`src/rtl/wind_pkg.sv`:
```
// Shared wind-code definitions for the wind conditioner and the runway-light FSM.
package wind_pkg;

   typedef enum logic [1:0] {
      CALM = 2'b00,
      RTL  = 2'b01,
      LTR  = 2'b10,
      BAD  = 2'b11
   } wind_t;

endpackage

```
`src/rtl/wind_conditioner_if.sv`:
```
// Bundle of the raw wind switches and the conditioned outputs of wind_conditioner.
// master: the side that supplies raw_w and consumes the conditioned wind.
// slave:  the conditioner itself.
interface wind_conditioner_if;
   import wind_pkg::*;

   logic [1:0] raw_w;
   wind_t      w;
   logic       w_chg;
   logic       err;
   logic       tick;

   modport master (output raw_w, input w, w_chg, err, tick);
   modport slave  (input raw_w, output w, w_chg, err, tick);

endinterface

```
`src/rtl/sync_2ff.sv`:
```
// Two-flop synchronizer (sync1 -> q) for asynchronous inputs, parameterised width.
module sync_2ff #(
   parameter int WIDTH = 1
) (
   input  logic             clk,
   input  logic             reset,
   input  logic [WIDTH-1:0] d,
   output logic [WIDTH-1:0] q
);

   logic [WIDTH-1:0] sync1;

   // Two register stages to resolve metastability before the value is used.
   always_ff @(posedge clk) begin
      if (reset) begin
         sync1 <= '0;
         q     <= '0;
      end else begin
         sync1 <= d;
         q     <= sync1;
      end
   end

endmodule

```
`src/rtl/wind_conditioner.sv`:
```
// Wind switch conditioner: synchronizes, debounces and validates the raw wind
// switches, flags stable illegal codes, and produces the step tick for the
// runway-light FSM.
// Optional feature: define WIND_TICK_EN to build the TICK_DIV tick divider;
// without it, tick is simply held high in every cycle after reset.
module wind_conditioner
   import wind_pkg::*;
#(
   parameter int DEBOUNCE_CYCLES = 4,
   parameter int TICK_DIV        = 8
) (
   input  logic                clk,
   input  logic                reset,
   wind_conditioner_if.slave   bus
);

   localparam logic [7:0] CNT_MAX = 8'(DEBOUNCE_CYCLES - 1);

   logic [1:0] sync2;
   wind_t      cand;
   logic [7:0] cnt;
   wind_t      w;
   logic       w_chg;
   logic       err;
   logic       tick;
   logic       stable;
   logic       chg_now;

   sync_2ff #(
      .WIDTH (2)
   ) u_sync (
      .clk   (clk),
      .reset (reset),
      .d     (bus.raw_w),
      .q     (sync2)
   );

   // A code is stable once the candidate has matched sync2 for the full window.
   assign stable  = (sync2 == cand) && (cnt == CNT_MAX);
   assign chg_now = stable && (cand != BAD) && (cand != w);

   // Candidate tracking, acceptance of stable legal codes and the sticky error.
   always_ff @(posedge clk) begin
      if (reset) begin
         cand  <= CALM;
         cnt   <= '0;
         w     <= CALM;
         w_chg <= 1'b0;
         err   <= 1'b0;
      end else begin
         if (sync2 != cand) begin
            cand <= wind_t'(sync2);
            cnt  <= '0;
         end else if (cnt != CNT_MAX) begin
            cnt <= cnt + 8'd1;
         end
         w_chg <= chg_now;
         if (stable) begin
            if (cand == BAD) begin
               err <= 1'b1;
            end else begin
               w   <= cand;
               err <= 1'b0;
            end
         end
      end
   end

`ifdef WIND_TICK_EN
   localparam logic [15:0] TICK_LAST = 16'(TICK_DIV - 1);

   logic [15:0] tcnt;

   // Free-running step divider, realigned to every wind change so the first
   // step after a change comes a full period later.
   always_ff @(posedge clk) begin
      if (reset) begin
         tcnt <= '0;
         tick <= 1'b0;
      end else if (chg_now) begin
         tcnt <= '0;
         tick <= 1'b0;
      end else begin
         tick <= (tcnt == TICK_LAST);
         tcnt <= (tcnt == TICK_LAST) ? 16'd0 : tcnt + 16'd1;
      end
   end
`else
   // No divider: the downstream FSM steps every cycle once out of reset.
   always_ff @(posedge clk) begin
      if (reset) begin
         tick <= 1'b0;
      end else begin
         tick <= 1'b1;
      end
   end
`endif

   assign bus.w     = w;
   assign bus.w_chg = w_chg;
   assign bus.err   = err;
   assign bus.tick  = tick;

endmodule
```
`src/flat_wrapper.sv`:
```
// flat-port wrapper written by rule: the top's interface ports become plain ports
module wind_conditioner_flat import wind_pkg::*;
#(
   parameter int DEBOUNCE_CYCLES = 4,
   parameter int TICK_DIV        = 8
)
  (clk, reset, bus_raw_w, bus_w, bus_w_chg, bus_err, bus_tick);
  wind_conditioner_if bus_i ();
  input  logic clk;
  input  logic reset;
  input wire logic [$bits(bus_i.raw_w)-1:0] bus_raw_w;
  output wire logic [$bits(bus_i.w)-1:0] bus_w;
  output wire logic [$bits(bus_i.w_chg)-1:0] bus_w_chg;
  output wire logic [$bits(bus_i.err)-1:0] bus_err;
  output wire logic [$bits(bus_i.tick)-1:0] bus_tick;
  assign bus_i.raw_w = bus_raw_w;
  assign bus_w = bus_i.w;
  assign bus_w_chg = bus_i.w_chg;
  assign bus_err = bus_i.err;
  assign bus_tick = bus_i.tick;
  wind_conditioner #(.DEBOUNCE_CYCLES(DEBOUNCE_CYCLES), .TICK_DIV(TICK_DIV)) u_core (.clk(clk), .reset(reset), .bus(bus_i));
endmodule
```
`config.mk`:
```
export PLATFORM = sky130hd
export DESIGN_NAME = wind_conditioner_flat
export DESIGN_NICKNAME = d
export VERILOG_FILES = /design/src/rtl/wind_pkg.sv /design/src/rtl/wind_conditioner_if.sv /design/src/rtl/sync_2ff.sv /design/src/rtl/wind_conditioner.sv /design/src/flat_wrapper.sv
export SDC_FILE = /design/constraint.sdc
export NUM_CORES = 1
export LEC_CHECK = 0
export ABC_AREA = 1
export CAP_MARGIN = 20
export CORE_AREA = 2 2 44 66
export CTS_CLUSTER_SIZE = 14
export DETAILED_ROUTE_END_ITERATION = 12
export DIE_AREA = 0 0 46 68
export DONT_BUFFER_PORTS = 1
export SYNTH_ARGS = -nofsm -noshare
export SYNTH_HDL_FRONTEND = slang
export SYNTH_SLANG_ARGS = --single-unit
```
`constraint.sdc`:
```
create_clock -name clk -period 1 [get_ports clk]
set_input_delay 0.1 -clock clk [delete_from_list [all_inputs] [get_ports clk]]
set_output_delay 0.1 -clock clk [all_outputs]
set_load 0.01 [all_outputs]
```
==> results.py <==
metrics = {
    "place": {
        "globalplace.congestion": 0.7907,
        "placed_area_um2": 999.7,
        "hpwl_um": 1164,
        "place_ws_ps": -94.42,
        "placed_cells": 140,
        "port_buffers": 0,
    },
    "power": {
        "powerDensity_nw_per_um2": 1315,
        "ir_drop_v": 0.0008066,
        "switching_share_pct": 24.52,
        "power_frac_clock_pct": 34.7,
        "intPower_w": 0.001150,
        "finalPower_w": 0.001523,
        "switchingPower_w": 0.0003736,
        "p_leak_nw": 0.4759,
        "p_comb_share_pct": 12.1,
        "p_seq_share_pct": 53.3,
    },
    "route": {
        "vias": 694,
        "drt-total-wl_um": 1612,
        "drt-initial-drc-count": 13,
        "dr.pass1.iters": 4,
        "final_antenna_net_count": 0,
        "vias_per_cell": 4.627,
        "wire_per_inst_um": 10.75,
        "drc": 0,
    },
    "synth": {
        "synth_compound_area_share_pct": 4.154,
        "synth_warnings": 0,
        "syn-num-nets": 107,
        "postSynthCellCount": 102,
        "synthXorXnorAreaFrac_pct": 4.154,
        "avgSynthCellArea_um2": 8.268,
        "synthMuxAreaShare_pct": 0,
        "ys_seq_area_share_pct": 45.10,
        "yosysUniqueCellTypes": 22,
        "synth_area_um2": 843.3,
        "yosys.area_share.simple_pct": 37.54,
        "synthAdderAreaFrac_pct": 1.484,
        "synth_top_family_by_area": "simple AND/OR/NAND/NOR gates",
        "synth_seq_cells": 19,
    },
    "worst_setup_path": {
        "critPathBufInv": 1,
        "critPathLaunchType": "register",
        "slowest_delay_ps": 360,
        "critPathCaptureType": "register",
        "required_ps": 1200,
        "cpLargestDelayFamily": "simple AND/OR/NAND/NOR gates",
        "worstPathCellList": "ha_4 > nand2_4 > nor2_8 > nand3_4 > nand2_2 > inv_2 > nor2_2",
        "path_class": "register to register",
        "worstPathArrival_ps": 1280,
        "cp_max_fo": 5,
        "slowest_stage": "dfxtp_2",
    },
    "sta": {
        "rsz0062_at_grt": "true",
        "hold_viol": 0,
        "final_max_slew_viol_count": 0,
        "finalWorstSetupSlack_ps": -80.99,
        "finalClockSkew_ps": 3.943,
        "slew_headroom_pct": 80.60,
        "fin_crit_sh_pct": 108.1,
        "worst_slew_pin_slew_ps": 290.7,
        "period_needed_ps": 1081,
        "setup_viol": 10,
        "timing.fmax_mhz": 925.1,
    },
    "global_routing": {
        "grt_pass1_wl_um": 2842,
        "grt_use_total_pct": 12.72,
        "antenna_found_initial": 0,
        "grt_pass1_vias": 700,
        "overflow": 0,
        "grt_start_max_net_pins": 12,
    },
    "layout": {
        "stdcell_area_um2": 1159,
        "fin_nets": 131,
        "drive_gt1_share_pct": 46.40,
        "area_growth_pct": 37.39,
        "final_cells": 150,
        "diodes": 0,
        "postLayoutCoreUtil_pct": 44.73,
    },
    "floorplanning": {
        "initial_core_util_pct": 32.56,
        "fp.dieW_um": 46,
        "num_rows": 23,
        "die_y_um": 68,
        "core_um2": 2590,
        "io_pins": 9,
        "die_area_um2": 3128,
    },
    "clock_network": {
        "htree_levels": 1,
        "clock_path_buffers": 2,
        "clk_latency_ps": 260,
        "cts_tree": "built",
        "cts.sink_count": 19,
        "cts_buffers": 3,
        "clk_pin_slew_worst_paths_ps": 70,
        "cts_root_buf": "clkbuf_8",
    },
    "flow_run": {
        "cap_violations": 0,
    },
    "hold_path": {
        "hold_class": "primary input to register",
    },
    "outcome": {
        "outcome": "finished with violations",
        "violations": "negative setup slack",
    },
}
[cell usage after synthesis]
cell type | count | share of area (%)
dfxtp_1 | 19 | 45
inv_1 | 15 | 6.7
xnor2_1 | 2 | 2.1
inv_2 | 2 | 0.89
nand3_4 | 1 | 2.1
nor3_2 | 1 | 1.2
or2_2 | 1 | 0.74
or2_1 | 1 | 0.74
xor2_1 | 2 | 2.1
nor2_2 | 4 | 3.0
a21oi_1 | 6 | 3.6
nand4_1 | 1 | 0.74
nand3b_1 | 1 | 0.89
nor2_8 | 2 | 4.7
nand2_2 | 4 | 3.0
o21ai_0 | 1 | 0.59
nand3_1 | 5 | 3.0
nand2_4 | 2 | 2.7
nor3b_2 | 1 | 1.5
ha_1 | 1 | 1.5
nand2_1 | 18 | 8.0
nor2_1 | 12 | 5.3
[final timing paths]
check | start | endpoint | slack, ps | cells after the start
worst max-delay path | u_core.cnt[0] | u_core.bus.w[1] | -80 | 7
worst min-delay path | reset | u_core.bus.tick | 50 | 1
worst max register to register | u_core.cnt[0] | u_core.bus.w[1] | -80 | 7
worst min register to register | u_core.u_sync.sync1[0] | u_core.u_sync.q[0] | 400 | 2
[flip-flops by register name (all words and copies together) (netlist names)]
| register | flops |
|---|---|
| u_core.cnt | 8 |
| u_core.bus.err | 1 |
| u_core.bus.w_chg | 1 |
| u_core.bus.tick | 1 |
| u_core.u_sync.sync1 | 2 |
| u_core.bus.w | 2 |
| u_core.u_sync.q | 2 |
| u_core.cand | 2 |
[per-stage QoR]
step                hold WS (ps)  setup TNS [ps]
detailed placement         173.9          -665.2
CTS                        9.507          -543.7
global placement           173.0          -370.0
floorplan                  171.2          -6.289
global route               61.20           -1298
finish                     53.52          -472.8
[timing repair]
action                                  CTS  global route
endpoints found under the hold margin     6             0
endpoints found under the setup margin   12            12
setup buffers                             1             1
pin swaps                                 4             6
resized for setup                        12             7
hold buffers                              3             0
cloned                                    1             0
[placed cells by master (no fill, tap or decap), drive strengths merged]
cell type	synthesis	final
nand2	24	24
nand3b	1	1
inv	17	17
or2	2	2
xor2	2	2
nor2	18	19
a21oi	6	6
dlygate4sd3	0	3
clkbuf	0	3
nand4	1	1
dfxtp	19	19
nor3	1	1
nor3b	1	1
o21ai	1	1
clkinv	0	1
xnor2	2	2
buf	0	15
nand3	6	6
ha	1	1
[cells by family after synthesis]
group	count (synthesis)
adder cells (fa/ha/maj)	1
AND/OR/NAND/NOR	54
XOR/XNOR	4
flip-flops	19
AO/OA/AOI/OAI	7
buffers and inverters	17
[final cells by class]
class,count,area [µm²]
clock buffer,3,41.29
multi-input combinational,67,485.5
clock inverter,1,5.005
timing repair buffer,18,142.6
tap,25,31.28
fill,256,1431
sequential,19,389.1
inverter,17,63.81
[routing by layer]
metal	GRT usage [%]	routed length (µm)	vias up
met2	22.74	919	15
met4	7.857	33	0
met5	0	0	-
met1	12.16	585	317
li1	-	-	357
met3	3.694	74	5
[power by group through the flow]
stage	clock network [W]	logic, W	registers, W
floorplan	0	0.000103	0.000823
global placement	0	0.000136	0.000826
detailed placement	0	0.000143	0.000827
CTS	0.000549	0.000169	0.000811
global route	0.000577	0.000202	0.000814
finish	0.000528	0.000184	0.000811
Power figures use the tool's default switching activity.
